===== src/rtl/calc_pkg.sv =====
`default_nettype none
// +--------------------------------------------------------------------------+
// | Module   : calc_pkg                                                      |
// | Purpose  : mode/op encodings and FSM state type for calc_seq_core        |
// | Revision : 1.0  initial release                                          |
// +--------------------------------------------------------------------------+
package calc_pkg;

  localparam logic [1:0] MODE_ARITH = 2'd0;
  localparam logic [1:0] MODE_LOGIC = 2'd1;
  localparam logic [1:0] MODE_CMP   = 2'd2;
  localparam logic [1:0] MODE_RSVD  = 2'd3;

  localparam logic [1:0] OP_ADD = 2'd0;
  localparam logic [1:0] OP_SUB = 2'd1;
  localparam logic [1:0] OP_MUL = 2'd2;
  localparam logic [1:0] OP_DIV = 2'd3;

  localparam logic [1:0] OP_AND = 2'd0;
  localparam logic [1:0] OP_OR  = 2'd1;
  localparam logic [1:0] OP_XOR = 2'd2;
  localparam logic [1:0] OP_NOT = 2'd3;

  localparam logic [1:0] OP_EQ = 2'd0;
  localparam logic [1:0] OP_GT = 2'd1;
  localparam logic [1:0] OP_LT = 2'd2;
  localparam logic [1:0] OP_NE = 2'd3;

  typedef enum logic [1:0] {
    ST_IDLE = 2'd0,
    ST_ITER = 2'd1,
    ST_DONE = 2'd2
  } calc_state_t;

endpackage
`default_nettype wire


===== src/rtl/seq_muldiv.sv =====
`default_nettype none
// +--------------------------------------------------------------------------+
// | Module   : seq_muldiv                                                    |
// | Purpose  : W-cycle shift-add multiplier / restoring divider engine       |
// |            (divider only when CALC_DIV_EN is defined)                    |
// | Revision : 1.0  initial release                                          |
// +--------------------------------------------------------------------------+
module seq_muldiv #(
  parameter int W = 4
) (
  input  logic           clk,
  input  logic           reset,
  input  logic           go,
`ifdef CALC_DIV_EN
  input  logic           sel_div,
`endif
  input  logic [W-1:0]   a,
  input  logic [W-1:0]   b,
  output logic           fin,
  output logic [2*W-1:0] prod
);

  localparam int c_cw = $clog2(W);
  localparam logic [c_cw-1:0] c_last = c_cw'(W - 1);

  // r_p: {accumulator, multiplier} for mul, {remainder, quotient} for div
  logic [2*W-1:0]  r_p;
  logic [W-1:0]    r_m;
  logic [c_cw-1:0] r_cnt;
  logic            r_active;

  logic [W:0]      w_msum;
  logic [2*W-1:0]  w_mnext;
  logic [2*W-1:0]  w_next;

  assign w_msum  = {1'b0, r_p[2*W-1:W]} + (r_p[0] ? {1'b0, r_m} : {(W+1){1'b0}});
  assign w_mnext = {w_msum, r_p[W-1:1]};

`ifdef CALC_DIV_EN
  logic           r_div;
  logic [W:0]     w_shift;
  logic [W:0]     w_dsub;
  logic           w_ge;
  logic [2*W-1:0] w_dnext;

  assign w_shift = {r_p[2*W-1:W], r_p[W-1]};
  assign w_dsub  = w_shift - {1'b0, r_m};
  assign w_ge    = w_shift[W] | ~w_dsub[W];
  assign w_dnext = w_ge ? {w_dsub[W-1:0], r_p[W-2:0], 1'b1}
                        : {w_shift[W-1:0], r_p[W-2:0], 1'b0};
  assign w_next  = r_div ? w_dnext : w_mnext;
`else
  assign w_next  = w_mnext;
`endif

  always_ff @(posedge clk) begin
    if (reset) begin
      r_p      <= '0;
      r_m      <= '0;
      r_cnt    <= '0;
      r_active <= 1'b0;
`ifdef CALC_DIV_EN
      r_div    <= 1'b0;
`endif
    end else if (go) begin
      r_cnt    <= '0;
      r_active <= 1'b1;
`ifdef CALC_DIV_EN
      r_div    <= sel_div;
      r_p      <= {{W{1'b0}}, sel_div ? a : b};
      r_m      <= sel_div ? b : a;
`else
      r_p      <= {{W{1'b0}}, b};
      r_m      <= a;
`endif
    end else if (r_active) begin
      r_p <= w_next;
      if (r_cnt == c_last) begin
        r_active <= 1'b0;
      end else begin
        r_cnt <= r_cnt + 1'b1;
      end
    end
  end

  // fin is high in the cycle whose closing edge performs the last step
  assign fin  = r_active && (r_cnt == c_last);
  assign prod = r_p;

endmodule
`default_nettype wire


===== src/rtl/calc_seq_core.sv =====
`default_nettype none
// +--------------------------------------------------------------------------+
// | Module   : calc_seq_core                                                 |
// | Purpose  : clocked calculator datapath; CALC_DIV_EN enables the divider  |
// | Revision : 1.0  initial release                                          |
// +--------------------------------------------------------------------------+
module calc_seq_core
  import calc_pkg::*;
#(
  parameter int W = 4
) (
  input  logic           clk,
  input  logic           reset,
  input  logic           start,
  input  logic [1:0]     mode,
  input  logic [1:0]     op,
  input  logic [W-1:0]   x,
  input  logic [W-1:0]   y,
  output logic           busy,
  output logic           done,
  output logic [2*W-1:0] result,
  output logic           ovf,
  output logic           err,
  output logic [1:0]     mode_q,
  output logic [1:0]     op_q
);

  calc_state_t    r_state;
  logic [W-1:0]   r_x;
  logic [W-1:0]   r_y;
  logic [1:0]     r_mode;
  logic [1:0]     r_op;

  logic           w_need_iter;
  logic           w_go;
  logic           w_fin;
  logic [2*W-1:0] w_prod;
  logic [W:0]     w_sum;
  logic [W:0]     w_diff;
  logic [2*W-1:0] w_res;
  logic           w_ovf;
  logic           w_err;

`ifdef CALC_DIV_EN
  assign w_need_iter = (mode == MODE_ARITH) &&
                       ((op == OP_MUL) || ((op == OP_DIV) && (y != '0)));
`else
  assign w_need_iter = (mode == MODE_ARITH) && (op == OP_MUL);
`endif

  assign w_go = (r_state == ST_IDLE) && start && w_need_iter;

  // engine loads straight from the ports on the accepting edge
  seq_muldiv #(.W(W)) u_muldiv (
    .clk     (clk),
    .reset   (reset),
    .go      (w_go),
`ifdef CALC_DIV_EN
    .sel_div (op == OP_DIV),
`endif
    .a       (x),
    .b       (y),
    .fin     (w_fin),
    .prod    (w_prod)
  );

  assign w_sum  = {1'b0, r_x} + {1'b0, r_y};
  assign w_diff = {1'b0, r_x} - {1'b0, r_y};

  always_comb begin
    w_res = '0;
    w_ovf = 1'b0;
    w_err = 1'b0;
    case (r_mode)
      MODE_ARITH: begin
        case (r_op)
          OP_ADD: begin
            w_res = {{W{1'b0}}, w_sum[W-1:0]};
            w_ovf = w_sum[W];
          end
          OP_SUB: begin
            w_res = {{W{1'b0}}, w_diff[W-1:0]};
            w_ovf = w_diff[W];
          end
          OP_MUL: w_res = w_prod;
          OP_DIV: begin
`ifdef CALC_DIV_EN
            if (r_y == '0) begin
              w_res = {r_x, {W{1'b1}}};
              w_err = 1'b1;
            end else begin
              w_res = w_prod;
            end
`else
            w_err = 1'b1;
`endif
          end
        endcase
      end
      MODE_LOGIC: begin
        case (r_op)
          OP_AND: w_res = {{W{1'b0}}, r_x & r_y};
          OP_OR:  w_res = {{W{1'b0}}, r_x | r_y};
          OP_XOR: w_res = {{W{1'b0}}, r_x ^ r_y};
          OP_NOT: w_res = {{W{1'b0}}, ~r_x};
        endcase
      end
      MODE_CMP: begin
        case (r_op)
          OP_EQ: w_res = {{(2*W-1){1'b0}}, (r_x == r_y)};
          OP_GT: w_res = {{(2*W-1){1'b0}}, (r_x >  r_y)};
          OP_LT: w_res = {{(2*W-1){1'b0}}, (r_x <  r_y)};
          OP_NE: w_res = {{(2*W-1){1'b0}}, (r_x != r_y)};
        endcase
      end
      MODE_RSVD: w_err = 1'b1;
    endcase
  end

  always_ff @(posedge clk) begin
    if (reset) begin
      r_state <= ST_IDLE;
      r_x     <= '0;
      r_y     <= '0;
      r_mode  <= '0;
      r_op    <= '0;
      busy    <= 1'b0;
      done    <= 1'b0;
      result  <= '0;
      ovf     <= 1'b0;
      err     <= 1'b0;
      mode_q  <= '0;
      op_q    <= '0;
    end else begin
      case (r_state)
        ST_IDLE: begin
          done <= 1'b0;
          if (start) begin
            r_x     <= x;
            r_y     <= y;
            r_mode  <= mode;
            r_op    <= op;
            busy    <= 1'b1;
            r_state <= w_need_iter ? ST_ITER : ST_DONE;
          end
        end
        ST_ITER: begin
          if (w_fin) begin
            r_state <= ST_DONE;
          end
        end
        ST_DONE: begin
          result  <= w_res;
          ovf     <= w_ovf;
          err     <= w_err;
          mode_q  <= r_mode;
          op_q    <= r_op;
          done    <= 1'b1;
          busy    <= 1'b0;
          r_state <= ST_IDLE;
        end
        default: r_state <= ST_IDLE;
      endcase
    end
  end

endmodule
`default_nettype wire


===== config.mk =====
export PLATFORM = sky130hd
export DESIGN_NAME = calc_seq_core
export DESIGN_NICKNAME = d
export VERILOG_FILES = /design/src/rtl/calc_pkg.sv /design/src/rtl/seq_muldiv.sv /design/src/rtl/calc_seq_core.sv
export SDC_FILE = /design/constraint.sdc
export NUM_CORES = 1
export LEC_CHECK = 0
export CORE_MARGIN = 10
export CORE_UTILIZATION = 45
export DETAILED_ROUTE_END_ITERATION = 12
export PLACE_DENSITY = 0.69
export SLEW_MARGIN = 10
export SYNTH_ARGS = -nofsm -noshare
export SYNTH_HDL_FRONTEND = slang
export SYNTH_HIERARCHICAL = 1
export SYNTH_SLANG_ARGS = --single-unit

===== constraint.sdc =====
create_clock -name clk -period 2.8 [get_ports clk]
set_clock_uncertainty 0.05 [all_clocks]
set_input_delay 0.56 -clock clk [delete_from_list [all_inputs] [get_ports clk]]
set_output_delay 0.56 -clock clk [all_outputs]
set_load 0.02 [all_outputs]

==> flow_summary_export.csv <==
group,metric,value,unit
sta,relSlewSlack,0.641,
setup_path,critPathRequiredTime,2920,ps
clock_tree,cts_resized,0,
setup_path,cp-startpoint,"mode[1]",
sta,worst-slew-pin-transition,537,ps
setup_path,critPathBufInv,2,
setup_path,critPathLaunchType,"input port",
placed_design,post-place-ws,247,ps
logic_synthesis,synth_flop_cell,"dfxtp_1",
clock_tree,cts_tree,"built",
logic_synthesis,synth_edf_count,0,
setup_path,slowest_stage,"or4b_2",
final_layout,layout-drive-gt1-share,0.0987,
sta,min_period,2260,ps
setup_path,path_cells,"clkdlybuf4s50_1, or4b_2, nor2_1, buf_4, mux2i_1, nor2_1",
global_routing,overflow,0,
setup_path,cp-end-kind,"flip-flop",
drt,drtAntennaViolNets,0,
placed_design,portBuffers,30,
final_layout,nNetsFinal,352,
global_routing,grt_antenna_before_repair,0,
setup_path,rr_startpoint,"r_x[1]$_SDFFE_PP0P_",
clock_tree,cts.clk_slew.worst_paths,80,ps
floorplanning,floorplan.initialDensity,0.460,
floorplanning,io_pins,31,
clock_tree,clock_path_buffers,2,
sta,hold_viol,0,
clock_tree,insertion_delay,290,ps
clock_tree,numCtsBuffers,5,
final_layout,final_cells,386,
logic_synthesis,synth_area,2520,µm²
global_routing,gr-usage-all-layers,0.126,
final_layout,syn2layout_area_growth,18.2,%
setup_path,path_delay_family,"simple AND/OR/NAND/NOR gates",
global_routing,grt_max_degree,35,
floorplanning,die_y,94.8,µm
status,outcome,"completed",
logic_synthesis,ys_ff_latch,45,
final_layout,antenna_cells,0,
final_layout,fillers,556,
final_layout,utilization,0.544,
global_routing,grt_pass1_wl,9270,µm
logic_synthesis,synthTopCellsByArea,"dfxtp_1 36%, ha_1 10%, nand2_1 6.0%, a21oi_1 5.2%, mux2i_1 4.8%",
clock_tree,cts_root_buffer,"clkbuf_8",
placed_design,dpl.hpwl,4250,µm
sta,slew_viol_final,0,
sta,rsz0062_at_grt,"no",
global_routing,grt_pass1_vias,2074,
drt,drt_wl_total,5500,µm
setup_path,path_common_cell,"nor2_1",
floorplanning,die_area,8980,µm²
logic_synthesis,yosysSeqAreaShare,0.358,
job,drv_cap,0,
setup_path,critPathArrivalTime,2380,ps
drt,avgRoutedWirePerCell,14.2,µm
clock_tree,ctsHtreeMaxLevel,2,
placed_design,gp_congestion,0.816,
floorplanning,fp.coreArea,5470,µm²
floorplanning,rows,27,
setup_path,r2r_end,"result[0]$_SDFFE_PP0P_",
setup_path,r2r_setup_slack,550,ps
placed_design,dpl.cell_count,378,
drt,vias,2005,
sta,fin_ws,541,ps
power,ir_worst_vdd,0.288,mV
power,p_leak,1.15,nW
setup_path,criticalPathCategory,"input port to flip-flop",
drt,initialDrtViolationCount,73,
setup_path,max_stage_delay,720,ps
logic_synthesis,yosys_warnings,6,
drt,via_per_inst,5.19,
sta,final-setup-viol-count,0,
drt,post-route-drc-count,0,
clock_tree,post_cts_buffers,0,
setup_path,r2r_cells,7,
logic_synthesis,ys_types,49,
logic_synthesis,syn_area_per_cell,8.89,µm²
hold_path,hold_path_class,"flip-flop to flip-flop",
logic_synthesis,syn-num-nets,322,
setup_path,crit_fanout,8,
drt,first_pass_iters,4,
sta,fin_setup_tns,0,ps
logic_synthesis,synthArstFlopShare,0,
floorplanning,die_w,94.8,µm
sta,max_freq,443,MHz
setup_path,crit_cells,6,
logic_synthesis,netlist_instances,283,
logic_synthesis,synthDominantCellAreaShare,0.358,
power,power.density,437,nW/µm²
sta,finalCritPeriodShare,0.807,
clock_tree,ctsHoldBuffers,0,
setup_path,endpoint,"u_muldiv/r_m[2]$_SDFFE_PP0P_",
logic_synthesis,yosys.area.top_type,"dfxtp_1",
clock_tree,cts.sinks,45,
==> per-layer routing <==
metal	vias to the layer above	wire, µm	part of all wire	GRT usage
met4	0	55	0.010	0.0324
met2	28	2760	0.50	0.229
met1	944	2430	0.44	0.139
li1	1026	-	-	-
met3	7	252	0.046	0.0365
met5	-	0	0	0
==> per-stage QoR <==
step	power [mW]	hold slack, ps	cell area [µm²]
after floorplan	0.848	402	2520
after global placement	0.921	390	2890
after detailed placement	0.926	396	2890
after CTS	1.32	406	2980
after global routing	1.37	434	2980
final	1.30	405	2980
==> power by group <==
group / internal, mW / switching [mW] / leakage [nW]
Clock: 0.172 / 0.218 / 0.0439
Sequential: 0.661 / 0.0262 / 0.366
Combinational: 0.106 / 0.117 / 0.737
Total: 0.939 / 0.362 / 1.15
==> cell type report <==
class	instances	area (µm²)	area share
multi-input cells	203	1470	0.494
flip-flops and latches	45	901	0.303
repair buffers	36	345	0.116
well taps	72	90.1	0.0303
inverters	22	82.6	0.0278
clock buffers	5	68.8	0.0231
clock inverters	3	17.5	0.00589
==> worst min path at each step <==
stage | startpoint | to | slack (ps) | depth (start not counted)
floorplan | u_muldiv/r_m[0]$_SDFFE_PP0P_ | u_muldiv/r_m[0]$_SDFFE_PP0P_ | 400 | 2
global placement | ovf$_SDFFE_PP0P_ | ovf$_SDFFE_PP0P_ | 390 | 2
detailed placement | ovf$_SDFFE_PP0P_ | ovf$_SDFFE_PP0P_ | 400 | 2
CTS | ovf$_SDFFE_PP0P_ | ovf$_SDFFE_PP0P_ | 410 | 2
global route | busy$_SDFFE_PP0P_ | busy$_SDFFE_PP0P_ | 430 | 2
finish | ovf$_SDFFE_PP0P_ | ovf$_SDFFE_PP0P_ | 410 | 2
==> cell families after synthesis <==
family / after synthesis / synth area share
muxes: 20 / 0.104
adders and majority gates: 24 / 0.128
buffers and inverters: 35 / 0.0577
DFF: 45 / 0.358
and+or+nand+nor: 97 / 0.185
AOI/OAI and AO/OA: 58 / 0.152
xor gates and xnor gates: 4 / 0.0139
==> cells in the mapped netlist, types with 3 or more instances <==
library cell  count
a22oi_1           6
nand2_1          40
o21ai_0           7
dfxtp_1          45
xnor2_1           4
inv_1            22
and2_1            4
mux2_2            4
ha_1             21
buf_2             5
a21oi_1          26
nand3b_1          4
nor2b_1           4
mux2i_1          12
nor2_1           27
clkbuf_1          6
fa_1              3
==> flip-flops by register name, summed over array words and instances, names as in the netlist <==
register / cells
r_x: 4
op_q: 2
err: 1
u_muldiv/r_active: 1
busy: 1
r_y: 4
result: 8
mode_q: 2
u_muldiv/r_m: 4
ovf: 1
r_mode: 2
done: 1
r_state: 2
u_muldiv/prod: 8
u_muldiv/r_cnt: 2
r_op: 2
==> layout by cell type, fill, tap and decap left out, types with 4 or more instances in the layout <==
| master | n |
|---|---|
| a21oi_1 | 26 |
| a22oi_1 | 6 |
| and2_1 | 4 |
| buf_4 | 6 |
| clkbuf_8 | 5 |
| clkdlybuf4s50_1 | 30 |
| dfxtp_1 | 45 |
| ha_1 | 21 |
| inv_1 | 22 |
| mux2_2 | 4 |
| mux2i_1 | 12 |
| nand2_1 | 40 |
| nand3b_1 | 4 |
| nor2_1 | 27 |
| nor2b_1 | 4 |
| o21ai_0 | 7 |
| xnor2_1 | 4 |
==> worst min-delay path: stages (launching register included) <==
cell and delay [ps]:
dfxtp_1 320, nand2_1 50, a21oi_1 50
(Power assumes the default switching activity.)
==> RTL change 1, RTL diff (same settings) <==
`W` is set to 4 in 2 places; all go to 2.
--- a/src/rtl/seq_muldiv.sv
+++ b/src/rtl/seq_muldiv.sv
@@ -6,7 +6,7 @@
 // | Revision : 1.0  initial release                                          |
 // +--------------------------------------------------------------------------+
 module seq_muldiv #(
-  parameter int W = 4
+  parameter int W = 2
 ) (
   input  logic           clk,
   input  logic           reset,
--- a/src/rtl/calc_seq_core.sv
+++ b/src/rtl/calc_seq_core.sv
@@ -7,7 +7,7 @@
 module calc_seq_core
   import calc_pkg::*;
 #(
-  parameter int W = 4
+  parameter int W = 2
 ) (
   input  logic           clk,
   input  logic           reset,
Interface: changed (resized result, x and y); port bits go from 31 to 23. No check against the original RTL was run, so the function may have changed too.
==> RTL change 1 against the original RTL <==
Sequential cell count fell by 15; area after synthesis fell by 37%; wire length fell by 37%; die area fell by 30%; sequential share of layout area rose by 1.9 points; register-to-register slack improved by 0.36 ns; largest power group unchanged; total power fell by 33%; setup slack improved by 0.25 ns; sequential power fell by 33%; combinational power fell by 41%; final area fell by 37%; critical path type unchanged.
==> RTL change 1: results (changes against the original RTL) <==
| Metric | Value |
|---|---|
| Switching power of the nets | 0.2425 mW (-33%) |
| Post-detailed-route via-to-cell ratio | 5.172 (-0.44%) |
| Pleak | 0.7062 nW (-38%) |
| Global-route wire length before repair | 5.775 mm (-38%) |
| Proportion of total power due to net switching | 27.92% (+0.11 points) |
| Post-Place Worst Slack | 0.4378 ns (+0.1909 ns) |
| Weighted congestion reported at the end of routability-driven placement | 0.7944 (-2.7%) |
| Main area contributors after synthesis | dfxtp_1, ha_1, mux2i_1 |
| Portion of the post-synthesis area used by sequential elements | 38.13% (+2.3 points) |
| Hold WS | 0.4068 ns (+0.001670 ns) |
| Worst path slowest cell | or4b_4 |
| GRT Overall Usage | 11.56% (-1.0 points) |
| M2 GR Usage | 20.23% (-2.7 points) |
| Final routed wire length divided by cell count | 14.56 microns (+2.3%) |
| Crit path arrival time | 2.20 ns (-0.18 ns) |
| Master cell of the clock root buffer | clkbuf_4 |
| Final #Nets | 217 (-38%) |
| Hold-critical path endpoint | result[1]$_SDFFE_PP0P_ |
| Cell types with the highest counts after synthesis | dfxtp_1, nor2_1, a21oi_1, nand2_1 |
| Highest clock frequency the design can meet | 0.4977 GHz (+12%) |
| Number of placed cells counting well taps | 231 (-39%) |
| Power consumed by the clock network | 0.277 mW (-29%) |
| First DRT Iteration DRCs | 85 (+16%) |
| Destination of the critical timing path | u_muldiv/prod[1]$_SDFFE_PP0P_ |
| Count of buffers from port buffering | 22 (-27%) |
| WL met3 | 138 microns (-45%) |
| Number of unique standard cell types used by synthesis | 40 (-18%) |
| Hold Crit Start | result[1]$_SDFFE_PP0P_ |
| Dpl hpwl | 2.673 mm (-37%) |
| Vias in the first global route | 1289 (-38%) |
| Outcome | finished, final reports clean |
| Synthesized net count | 195 (-39%) |
| Logic pwr share | 15.1% (-2.0 points) |
| Source of the critical timing path | op[0] |
| Layout cell share with drive strength beyond 1 | 10.36% (+0.49 points) |
| Detailed-routing wirelength on met1 | 1.487 mm (-39%) |
| Met2 wire len | 1.792 mm (-35%) |
| Met1 global-route usage | 12.20% (-1.7 points) |
| Largest net degree at the start of global routing | 30 (-14%) |
| Resize count post-CTS | 0 (unchanged) |
| Post-synthesis cell count | 170 (-40%) |
| Worst rel slew slack | 63.59% (-0.54 points) |
## RTL change 1: changes by cell type after synthesis, sizes merged, moves of 4 or more
cell	unedited run	this run
ha	21	11
dfxtp	45	30
xnor2	4	0
a21oi	26	16
nand2	41	13
nand2b	1	5
inv	22	9
o21ai	7	3
nor3	2	6
## RTL change 1: cell families (layout without fill, tap and decap cells)
group	after synthesis	count (layout)	synth area share (%)
buffers and inverters	18	41	6.274
multiplexers	13	13	9.134
AND/OR/NAND/NOR	63	63	20.89
adder cells (fa/ha/maj)	14	14	12.55
AO/OA/AOI/OAI	32	32	13.03
flip-flops	30	30	38.13
## RTL change 1: cell type report
cell class | count | area (sq um)
Clock buffer | 6 | 51.30
Clock inverter | 2 | 12.51
Fill cell | 346 | 1496
Inverter | 9 | 33.78
Multi-Input combinational cell | 122 | 875.8
Sequential cell | 30 | 600.6
Tap cell | 46 | 57.56
Timing Repair Buffer | 24 | 235.2
==> RTL change 2, RTL diff (same flow settings) <==
Without the edit above. Re-encode `calc_state_t` (3 states) as one-hot, 3 bits wide.
--- a/src/rtl/calc_pkg.sv
+++ b/src/rtl/calc_pkg.sv
@@ -26,10 +26,10 @@
   localparam logic [1:0] OP_LT = 2'd2;
   localparam logic [1:0] OP_NE = 2'd3;
 
-  typedef enum logic [1:0] {
-    ST_IDLE = 2'd0,
-    ST_ITER = 2'd1,
-    ST_DONE = 2'd2
+  typedef enum logic [2:0] {
+    ST_IDLE = 3'b001,
+    ST_ITER = 3'b010,
+    ST_DONE = 3'b100
   } calc_state_t;
 
 endpackage
Function: no difference found for any inputs over 10 cycles, from zero or initial values and one cycle with reset high; not proved beyond that.
==> RTL change 2 against the original RTL <==
Sequential share of layout area shrank 0.13 points; wire length is 6.6% higher; final area rose by 2.6%; setup slack got worse by 0.11 ns; total power shrank 1.3%; via count up 6.6%; sequential cell count grew 1; area after synthesis up 4.6%; die area up 3.6%; critical endpoint is now u_muldiv/prod[6]$_SDFFE_PP0P_; largest power group unchanged.
==> RTL change 2: results (changes against the original RTL) <==
| Metric | Value |
|---|---|
| Outcome | finished, final reports clean |
| Area used by sequential logic in the layout | 920.9 sq um (+2.2%) |
| Power attributed to combinational cells | 0.201 mW (-9.9%) |
| Actual slew at the worst max-slew pin | 0.6317 ns (+0.09441 ns) |
| Largest net degree at the start of global routing | 43 (+23%) |
| Portion of the post-synthesis area used by sequential elements | 34.98% (-0.82 points) |
| Detailed-routing wirelength on met1 | 2.660 mm (+9.5%) |
| Maximum vdd ir drop | 0.2792 mV (-3.2%) |
| Synthesized net count | 339 (+5.3%) |
| Share of total power in sequential cells | 54.7% (+1.9 points) |
| Vias in the first global route | 2086 (+0.58%) |
| Filler cells | 545 (-2.0%) |
| Main area contributors after synthesis | dfxtp_1, ha_1, nand2_1 |
| Weighted congestion reported at the end of routability-driven placement | 0.8669 (+6.2%) |
| Post-synthesis share of cell area spent on xor and xnor gates | 0.9981% (-0.39 points) |
| Switching power of the nets | 0.3466 mW (-4.1%) |
| Met2 wire len | 2.692 mm (-2.5%) |
| Number of placed cells counting well taps | 391 (+3.4%) |
| Maximum fanout count along the critical path | 12 (+4) |
| Logic pwr share | 15.6% (-1.5 points) |
| Final routed wire length divided by cell count | 14.73 microns (+3.4%) |
| Crit path arrival time | 2.50 ns (+0.12 ns) |
| Post-detailed-route via-to-cell ratio | 5.372 (+3.4%) |
| Placed inst area | 0.002978 sq mm (+3.1%) |
| Post-Place Worst Slack | 0.1182 ns (-0.1288 ns) |
| Dpl hpwl | 4.443 mm (+4.5%) |
| Share of the synthesized area in compound gates (AO/OA/AOI/OAI) | 15.49% (+0.28 points) |
| Syn avg cell area | 8.775 sq um (-1.3%) |
| Final #Nets | 365 (+3.7%) |
| Share of synthesized area spent on multiplexers | 9.743% (-0.70 points) |
| Cell types with the highest counts after synthesis | dfxtp_1, nand2_1, a21oi_1 |
| First DRT Iteration DRCs | 136 (+86%) |
-- RTL change 2: final timing paths --
check                                       startpoint                            end  slack [ns]  cells past startpoint
worst max-delay path                           mode[1]  u_muldiv/prod[6]$_SDFFE_PP0P_        0.44                      7
worst max register to register     r_x[1]$_SDFFE_PP0P_         result[0]$_SDFFE_PP0P_        0.67                      7
worst min-delay path            mode_q[1]$_SDFFE_PP0P_         mode_q[1]$_SDFFE_PP0P_        0.41                      2
worst min register to register  mode_q[1]$_SDFFE_PP0P_         mode_q[1]$_SDFFE_PP0P_        0.41                      2
-- RTL change 2: final cells by class --
type                    count  area share (%)
well taps                  72           2.950
multi-input cells         215           50.02
inverters                  23           2.909
repair buffers             35           11.47
clock buffers               7           2.499
flip-flops and latches     46           30.15
-- RTL change 2: cells by family after synthesis --
group           Yosys count
compound gates           66
xor+xnor                  3
buf+inv                  39
fa+ha+maj                24
simple gates            103
mux                      19
flops                    46
